$ cat config.mk
export PLATFORM = sky130hd
export DESIGN_NAME = lsu_sram_ctrl
export DESIGN_NICKNAME = d
export VERILOG_FILES = /design/src/rtl/lsu_pkg.sv /design/src/rtl/lsu_byte_lane.sv /design/src/rtl/lsu_sram_ctrl.sv
export SDC_FILE = /design/constraint.sdc
export NUM_CORES = 1
export LEC_CHECK = 0
export BUFFER_PORTS_ARGS = -buffer_cell sky130_fd_sc_hd__buf_2
export CAP_MARGIN = 5
export CORE_MARGIN = 1.5
export CORE_UTILIZATION = 50
export DETAILED_ROUTE_END_ITERATION = 16
export PLACE_DENSITY = 0.86
export SLEW_MARGIN = 20
export SYNTH_ARGS = -nofsm -noshare
export SYNTH_HDL_FRONTEND = slang
export SYNTH_HIERARCHICAL = 1
export SYNTH_SLANG_ARGS = --single-unit
$ cat constraint.sdc
create_clock -name clk -period 3.71 [get_ports clk]
set_input_delay 0.1855 -clock clk [delete_from_list [all_inputs] [get_ports clk]]
set_output_delay 0.1855 -clock clk [all_outputs]
set_load 0.01 [all_outputs]
$ cat src/rtl/lsu_pkg.sv
// Shared definitions for the load/store sequencer: size codes, FSM states and
// the byte-lane position helper used by the lane extract/merge logic.
package lsu_pkg;

  localparam logic [1:0] SZ_BYTE = 2'b00;
  localparam logic [1:0] SZ_HALF = 2'b01;
  localparam logic [1:0] SZ_WORD = 2'b10;

  localparam logic [31:0] LANE_BYTE_MASK = 32'h0000_00FF;
  localparam logic [31:0] LANE_HALF_MASK = 32'h0000_FFFF;

  typedef enum logic [1:0] {
    IDLE  = 2'd0,
    READ  = 2'd1,
    WRITE = 2'd2,
    RESP  = 2'd3
  } lsu_state_t;

  // Bit position of the least significant bit of the selected lane.
  // Big-endian puts byte offset 0 in bits 31:24, so the position is mirrored.
  function automatic logic [4:0] lane_lsb(input logic [1:0] offset,
                                          input logic [1:0] size,
                                          input logic       big_endian);
    logic [1:0] o;
    case (size)
      SZ_BYTE: o = offset;
      SZ_HALF: o = {offset[1], 1'b0};
      default: o = 2'b00;
    endcase
    if (!big_endian) begin
      lane_lsb = {o, 3'b000};
    end else begin
      case (size)
        SZ_BYTE: lane_lsb = {~o, 3'b000};
        SZ_HALF: lane_lsb = {~o[1], 4'b0000};
        default: lane_lsb = 5'd0;
      endcase
    end
  endfunction

endpackage

$ cat src/rtl/lsu_byte_lane.sv
// Combinational lane logic: extracts and extends load data from a sram word,
// and merges right-justified store data into a captured word.
module lsu_byte_lane
  import lsu_pkg::*;
#(
  parameter int BIG_ENDIAN = 1
) (
  input  logic [31:0] word,
  input  logic [31:0] wdata,
  input  logic [1:0]  offset,
  input  logic [1:0]  size,
  input  logic        is_signed,
  output logic [31:0] load_data,
  output logic [31:0] merge_data
);

  localparam logic BE = (BIG_ENDIAN != 0);

  logic [4:0]  lsb;
  logic [31:0] shifted;
  logic [31:0] mask;

  always_comb begin
    lsb        = lane_lsb(offset, size, BE);
    shifted    = word >> lsb;
    load_data  = word;
    mask       = 32'hFFFF_FFFF;
    case (size)
      SZ_BYTE: begin
        load_data = {{24{is_signed & shifted[7]}}, shifted[7:0]};
        mask      = LANE_BYTE_MASK << lsb;
      end
      SZ_HALF: begin
        load_data = {{16{is_signed & shifted[15]}}, shifted[15:0]};
        mask      = LANE_HALF_MASK << lsb;
      end
      default: begin
        load_data = word;
        mask      = 32'hFFFF_FFFF;
      end
    endcase
    merge_data = (word & ~mask) | ((wdata << lsb) & mask);
  end

endmodule

$ cat src/rtl/lsu_sram_ctrl.sv
// Load/store sequencer between the MEM stage and a word-wide sram without byte
// enables. Define LSU_ALIGN_CHECK_EN to reject misaligned half/word requests.
module lsu_sram_ctrl
  import lsu_pkg::*;
#(
  parameter int ADDR_W     = 32,
  parameter int BIG_ENDIAN = 1
) (
  input  logic              clk,
  input  logic              rst_n,
  input  logic              req_valid,
  output logic              req_ready,
  input  logic              req_we,
  input  logic [1:0]        req_size,
  input  logic              req_signed,
  input  logic [ADDR_W-1:0] req_addr,
  input  logic [31:0]       req_wdata,
  output logic              resp_valid,
  output logic [31:0]       resp_rdata,
  output logic              resp_err,
  output logic              stall,
  output logic              mem_cs,
  output logic              mem_oe,
  output logic              mem_we,
  output logic [ADDR_W-1:0] mem_addr,
  output logic [31:0]       mem_din,
  input  logic [31:0]       mem_dout
);

  lsu_state_t  state;
  logic [1:0]  offset_q;
  logic [1:0]  size_q;
  logic        signed_q;
  logic        we_q;
  logic [31:0] wdata_q;

  logic [1:0]  req_size_n;
  logic        misaligned;
  logic [31:0] load_data;
  logic [31:0] merge_data;

  // Size 11 is folded into word at the request boundary so nothing downstream sees it.
  assign req_size_n = (req_size == 2'b11) ? SZ_WORD : req_size;

`ifdef LSU_ALIGN_CHECK_EN
  assign misaligned = ((req_size_n == SZ_HALF) && req_addr[0]) ||
                      ((req_size_n == SZ_WORD) && (req_addr[1:0] != 2'b00));
`else
  assign misaligned = 1'b0;
`endif

  lsu_byte_lane #(
    .BIG_ENDIAN(BIG_ENDIAN)
  ) u_lane (
    .word      (mem_dout),
    .wdata     (wdata_q),
    .offset    (offset_q),
    .size      (size_q),
    .is_signed (signed_q),
    .load_data (load_data),
    .merge_data(merge_data)
  );

  // Moore FSM; every output is loaded on the transition into the state that owns it.
  always_ff @(posedge clk) begin
    if (!rst_n) begin
      state      <= IDLE;
      offset_q   <= 2'b00;
      size_q     <= SZ_BYTE;
      signed_q   <= 1'b0;
      we_q       <= 1'b0;
      wdata_q    <= 32'h0;
      req_ready  <= 1'b1;
      stall      <= 1'b0;
      resp_valid <= 1'b0;
      resp_rdata <= 32'h0;
      resp_err   <= 1'b0;
      mem_cs     <= 1'b0;
      mem_oe     <= 1'b0;
      mem_we     <= 1'b0;
      mem_addr   <= '0;
      mem_din    <= 32'h0;
    end else begin
      case (state)
        IDLE: begin
          if (req_valid && req_ready) begin
            offset_q   <= req_addr[1:0];
            size_q     <= req_size_n;
            signed_q   <= req_signed;
            we_q       <= req_we;
            wdata_q    <= req_wdata;
            req_ready  <= 1'b0;
            stall      <= 1'b1;
            resp_rdata <= 32'h0;
            mem_addr   <= {req_addr[ADDR_W-1:2], 2'b00};
            if (misaligned) begin
              state      <= RESP;
              resp_valid <= 1'b1;
              resp_err   <= 1'b1;
            end else if (!req_we || (req_size_n != SZ_WORD)) begin
              state  <= READ;
              mem_cs <= 1'b1;
              mem_oe <= 1'b1;
            end else begin
              state   <= WRITE;
              mem_cs  <= 1'b1;
              mem_we  <= 1'b1;
              mem_din <= req_wdata;
            end
          end
        end
        READ: begin
          mem_oe <= 1'b0;
          if (!we_q) begin
            state      <= RESP;
            mem_cs     <= 1'b0;
            resp_valid <= 1'b1;
            resp_err   <= 1'b0;
            resp_rdata <= load_data;
          end else begin
            state   <= WRITE;
            mem_we  <= 1'b1;
            mem_din <= merge_data;
          end
        end
        WRITE: begin
          state      <= RESP;
          mem_cs     <= 1'b0;
          mem_we     <= 1'b0;
          resp_valid <= 1'b1;
          resp_err   <= 1'b0;
          resp_rdata <= 32'h0;
        end
        RESP: begin
          state      <= IDLE;
          resp_valid <= 1'b0;
          resp_err   <= 1'b0;
          resp_rdata <= 32'h0;
          req_ready  <= 1'b1;
          stall      <= 1'b0;
        end
        default: begin
          state      <= IDLE;
          req_ready  <= 1'b1;
          stall      <= 1'b0;
          resp_valid <= 1'b0;
          mem_cs     <= 1'b0;
          mem_oe     <= 1'b0;
          mem_we     <= 1'b0;
        end
      endcase
    end
  end

endmodule

* Word-level counts from Yosys, hierarchy flattened *
Cells that the tools add are included.

storage, ports and cells
  flip-flop bits (word level) = 141
  input port bits = 103
  output and inout port bits = 103
  word-level logic and storage cells = 89

operators by class
  equality and inequality tests = 11
  shift-type cells = 4
  mux-type cells = 32
  bitwise gates (word level) = 9
  reduce and logical (&&, ||, !) cells = 17

operators by type and width
  operator                 count
  $pmux W32 S2             3
  $mux W32                 5
  $pmux W32 S3             1
  $and A32 B32 Y32         2
  $not A32 Y32             1
  $or A32 B32 Y32          1
  $shl A16 B5 Y32 const A  1
  $shl A32 B5 Y32          1
  $shl A8 B5 Y32 const A   1
  $shr A32 B5 Y16          1
  $ne A2 B2 Y1 const B     6
  $mux W1                  10
  $pmux W5 S2              1
  $pmux W1 S3              3
  $pmux W1 S2              4
  $pmux W2 S4              1
  $reduce_and A2 Y1        4
  $reduce_and A4 Y1        2
  $eq A2 B2 Y1 const B     3
  $mux W2                  3
  $reduce_and A3 Y1        2
  $eq A2 B1 Y1 const B     2
  $logic_not A2 Y1         2
  $pmux W2 S2              1
  9 further kinds          12

* Depth between registers and ports, before layout *
  word-level depth = 11
  mapped depth = 9
  gate-level depth less buffers = 7

* Hierarchy *
The synthesis kept the hierarchy.

modules (own cells, without submodules)
  module         times used  cells an instance  area each (um^2)  sequential area each (um^2)
  lsu_sram_ctrl  1           675                5667.9            2802.7
  lsu_byte_lane  1           212                1385.1            0.0

* Worst setup path after synthesis *
OpenSTA, ideal clock, no wires.

  path type = register -> register
  from = reg size_q[0]
  to = reg mem_din[5]
  library setup time = 0.120 ns
  data arrival time = 1.892 ns
  data required time = 3.590 ns
  setup slack = 1.699 ns
  cell stages (with the launch flop) = 10
  buffers on the path = 3
  clock period less this slack = 2.011 ns
  path through = dfxtp_1 -> buf_4 -> nor2_1 -> o21ba_2 -> buf_2 -> buf_4 -> mux2_2 -> mux2_2 -> nand2_1 -> mux2i_1

between the ends
  longest elaborated chain between the ends = 11
  elaborated cells between the ends (all ways) = 16
  classes of those cells = eq/ne: 1; shift: 3; mux: 5; bitwise: 6; reduce/logical: 1

RTL lines
  element                                                   line                                               text
  start: declaration                                        lsu_sram_ctrl.sv:32                                logic [1:0] size_q;
  start signal: assignment                                  lsu_sram_ctrl.sv:88                                size_q <= req_size_n;
  $eq A2 B1 Y1 / $logic_not A2 Y1 (equally long branches)   lsu_pkg.sv:25, lsu_pkg.sv:33, lsu_byte_lane.sv:28
  $pmux W2 S2                                               lsu_pkg.sv:25                                      case (size)
  $not A2 Y2 / $not A1 Y1 (equally long branches)           lsu_pkg.sv:34, lsu_pkg.sv:35
  $pmux W5 S2                                               lsu_pkg.sv:33                                      case (size)
  $shl A16 B5 Y32 / $shl A8 B5 Y32 (equally long branches)  lsu_byte_lane.sv:35, lsu_byte_lane.sv:31
  $pmux W32 S2                                              lsu_byte_lane.sv:28                                case (size)
  $not A32 Y32                                              lsu_byte_lane.sv:42                                merge_data = (word & ~mask) | ((wdata << lsb) & mask);
  $and A32 B32 Y32                                          lsu_byte_lane.sv:42
  $or A32 B32 Y32 *                                         lsu_byte_lane.sv:42
  via merge_data[5]                                         lsu_sram_ctrl.sv:40                                logic [31:0] merge_data;
  $mux W32 *                                                lsu_sram_ctrl.sv:114                               if (!we_q) begin
  $pmux W32 S2 *                                            lsu_sram_ctrl.sv:84                                case (state)
  end signal: assignment                                    lsu_sram_ctrl.sv:108                               mem_din <= req_wdata;
  end signal: assignment                                    lsu_sram_ctrl.sv:123                               mem_din <= merge_data;
  end: declaration                                          lsu_sram_ctrl.sv:26                                output logic [31:0] mem_din,

The timed path passes the listed nets; every way through them passes the cells marked *. The select of a mux whose other input is x is not followed.
A chain may end at the register's enable or synchronous reset.

* Worst setup path after layout *
  from = reg size_q[0]
  to = reg mem_din[1]

The elaborated chain is that of the path after synthesis.

==> impl_metrics.json <==
{
  "result_of_the_run": "complete, no violations",
  "maxCapViolCount": 0,
  "cts_num_sinks": 140,
  "postSynth.topFlopCell": "dfxtp_1",
  "cp_common_cell": "mux2_2",
  "finalWirelength_microns": 21860,
  "crit_arrival_ns": 2.90,
  "cts.reportedPaths.clkPinSlew_ns": 0.06,
  "power.ir.vdd_worst_mv": 0.4801,
  "yosysSeqAreaShare_pct": 39.74,
  "timing.hold.ws_ns": 0.002810,
  "slew_viol_final": 0,
  "detailroute.via_count": 7144,
  "groute.usage.overall_pct": 29.08,
  "worstSkewPairLatency_ns": 0.43,
  "synth_top_cell_area_share_pct": 39.74,
  "worstSetupStartpoint": "size_q[0]$_SDFFE_PN0P_",
  "cpPeakStageDelay_ns": 0.67,
  "crit_required_ns": 3.98,
  "ys_warn_count": 6,
  "asyncSetResetFlopFracSynth_pct": 0,
  "clock_tree.root_cell": "clkbuf_16",
  "synth_edf_count": 0,
  "timing.final.crit_share_pct": 70.83,
  "detailed_place.area_sq_mm": 0.008014,
  "p_leak_uw": 0.004126,
  "critical_path.endpoint_type": "flip-flop",
  "floorplan.io_pins": 206,
  "number_of_global_route_vias_before_repair": 6579,
  "nets": 1167,
  "drt_drc_violations_left": 0,
  "crit_chain": "nor2_2 > o21ba_2 > mux2_2 > mux2_2 > nand2_1 > mux2i_1",
  "initial_core_util_pct": 51.01,
  "final.setup.worst_slack_ns": 1.082,
  "dieHeight_microns": 121.8,
  "fillCellCount": 1162,
  "number_of_buffers_created_by_cts": 17,
  "regToRegEndpoint": "mem_din[1]$_SDFFE_PN0P_",
  "max_freq_mhz": 380.5,
  "gp_routability_congestion": 0.9043,
  "grt-ovfl-total": 0,
  "power_per_cell_area_mw_per_mm2": 705.7,
  "timing.reg2reg.setup_slack_ns": 1.08,
  "synth_seq_cells": 140,
  "crit_type": "reg -> reg",
  "post-route-cell-area_sq_mm": 0.008830,
  "hold_violations": 0,
  "dr.pass1.iters": 8,
  "initial_antenna_violation_count": 1,
  "final.min_clock_period_ns": 2.628,
  "synthDominantAreaCellType": "dfxtp_1",
  "tightest_slew_ns": 1.046,
  "setup.worst_path.end": "mem_din[1]$_SDFFE_PN0P_",
  "design.core.area_sq_mm": 0.01383,
  "netlist_top_cells_count": "260 x nand2_1, 140 x dfxtp_1, 116 x a21oi_1, 66 x mux2i_1, 59 x o21ai_0",
  "timing.final.setup_violations": 0,
  "global_route_wire_length_before_repair_microns": 33620,
  "place.detailed.hpwl_microns": 14770,
  "detailedPlace.worstSlack_ns": 0.8258,
  "clock_tree_from_tritoncts": "yes",
  "ant_nets": 0,
  "synth_area_per_cell_sq_um": 7.952,
  "rr_startpoint": "size_q[0]$_SDFFE_PN0P_",
  "pin_count_of_the_biggest_net_entering_global_routing": 69,
  "fraction_of_layout_instances_using_a_drive_strength_above_1_pct": 28.64,
  "numPortBuffers": 202,
  "timing.max_slew.rel_slack_pct": 30.27,
  "core.rowCount": 43,
  "cts_setup_buffers": 0,
  "maximum_fanout_along_the_worst_path": 19,
  "holdCritPathClass": "in -> reg",
  "fin_setup_tns_ns": 0,
  "detail_route.iter0.violations": 708,
  "routedWlPerCell_microns": 17.44,
  "syn_area_sq_mm": 0.007053,
  "clockBufferDepth": 2,
  "critical-path-slowest-cell": "nor2_2",
  "hold_path_depth": 3,
  "r2r_cells": 6,
  "synth_cell_types": 45,
  "synthToLayoutAreaGrowth_pct": 25.19,
  "detail_route.vias_per_cell": 5.702,
  "dieWidth_microns": 121.8,
  "rsz0062_at_grt": "false",
  "syn-instance-count": 887,
  "fp.dieArea_sq_mm": 0.01483,
  "synth.area.top_cells": "dfxtp_1 40%, nand2_1 14%, mux2i_1 9.4%",
  "yosys.cell_count.top_type": "nand2_1",
  "cp-start-kind": "flip-flop",
  "worst_clock_skew_ns": 0.01222,
  "h-tree-depth": 4
}
==> worst min-delay path by stage <==
stage | startpoint | to | slack [ns]
finish | req_addr[4] | mem_addr[4]$_SDFFE_PN0P_ | 0.003
global route | req_addr[30] | mem_addr[30]$_SDFFE_PN0P_ | 0.006
detailed placement | req_addr[13] | mem_addr[13]$_SDFFE_PN0P_ | 0.43
floorplan | req_addr[0] | offset_q[0]$_SDFFE_PN0P_ | 0.32
CTS | req_addr[6] | mem_addr[6]$_SDFFE_PN0P_ | 0.0005
global placement | req_addr[13] | mem_addr[13]$_SDFFE_PN0P_ | 0.43
==> cells in the final DEF (no fill, tap or decap), drive strengths merged, types with 5 or more instances in the layout <==
| cell type | n |
|---|---|
| mux2 | 47 |
| a22o | 8 |
| inv | 9 |
| o22a | 6 |
| nand2 | 260 |
| a21oi | 117 |
| dlygate4sd3 | 16 |
| clkbuf | 21 |
| nand2b | 5 |
| ha | 5 |
| clkinv | 5 |
| o21ai | 60 |
| buf | 216 |
| nor2 | 10 |
| a221o | 9 |
| nand3 | 34 |
| mux2i | 66 |
| bufinv | 5 |
| dfxtp | 140 |
==> flip-flops by register name (all words and copies together) (netlist names) <==
| register | count |
|---|---|
| signed_q | 1 |
| offset_q | 2 |
| wdata_q | 32 |
| size_q | 2 |
| resp_rdata | 32 |
| we_q | 1 |
| mem_din | 32 |
| resp_valid | 1 |
| mem_oe | 1 |
| req_ready | 1 |
| mem_addr | 30 |
| mem_cs | 1 |
| mem_we | 1 |
| stall | 1 |
| state | 2 |
==> power by group <==
| group | total [uW] | internal [uW] | switching (uW) | leakage [uW] |
|---|---|---|---|---|
| combinational | 2320 | 937 | 1380 | 0.00267 |
| sequential | 2030 | 1800 | 234 | 0.00114 |
| clock | 1890 | 1230 | 659 | 0.000317 |
==> cells by family (layout without fill, tap and decap cells) <==
| kind of cell | count (synthesis) | in the layout | synth area share (%) |
|---|---|---|---|
| other | 1 | 4 | 0.05317 |
| buffers and inverters | 90 | 273 | 6.085 |
| adder cells (fa/ha/maj) | 5 | 5 | 0.8870 |
| AND/OR/NAND/NOR | 322 | 322 | 18.57 |
| multiplexers | 113 | 113 | 16.87 |
| flip-flops | 140 | 140 | 39.74 |
| AO/OA/AOI/OAI | 216 | 216 | 17.79 |
==> per-stage QoR <==
step           instances  total power (uW)  utilization [%]
2_1_floorplan        889              3704                -
3_3_place_gp        1204              4250            57.96
3_5_place_dp        1204              4302            57.96
4_1_cts             1252              6201            63.82
5_1_grt             1252              6538            63.84
6_report            1253              6231            63.86
==> final cells by class <==
| type | count | area, sq um | share of cell area, % |
|---|---|---|---|
| multi-input cells | 659 | 3837 | 43.46 |
| flip-flops and latches | 140 | 2804 | 31.76 |
| repair buffers | 232 | 1276 | 14.45 |
| clock buffers | 21 | 460.4 | 5.215 |
| well taps | 180 | 225.2 | 2.551 |
| clock inverters | 11 | 190.2 | 2.154 |
| inverters | 9 | 33.78 | 0.3826 |
| diodes | 1 | 2.502 | 0.02834 |
==> routing by layer <==
metal	vias to the layer above	wire, microns	GRT usage (%)
met5	-	0	0
met4	0	681	12.65
met3	54	2427	9.082
met2	422	9805	44.80
met1	3295	8941	37.47
li1	3373	-	-
==> worst max-delay path, delay by kind of cell (launching register included) <==
family / cells / cell delay (ns)
AND/OR/NAND/NOR: 2 / 0.73
AO/OA/AOI/OAI: 1 / 0.48
multiplexers: 3 / 0.73
flip-flops: 1 / 0.53
==> what timing repair did <==
action                                  4_1_cts  5_1_grt
hold buffers                                 16        0
hold endpoints to repair                     16        0
endpoints found under the setup margin        0        0
resized for setup                             0        0
No activity file was read; power rests on OpenSTA's default activity.
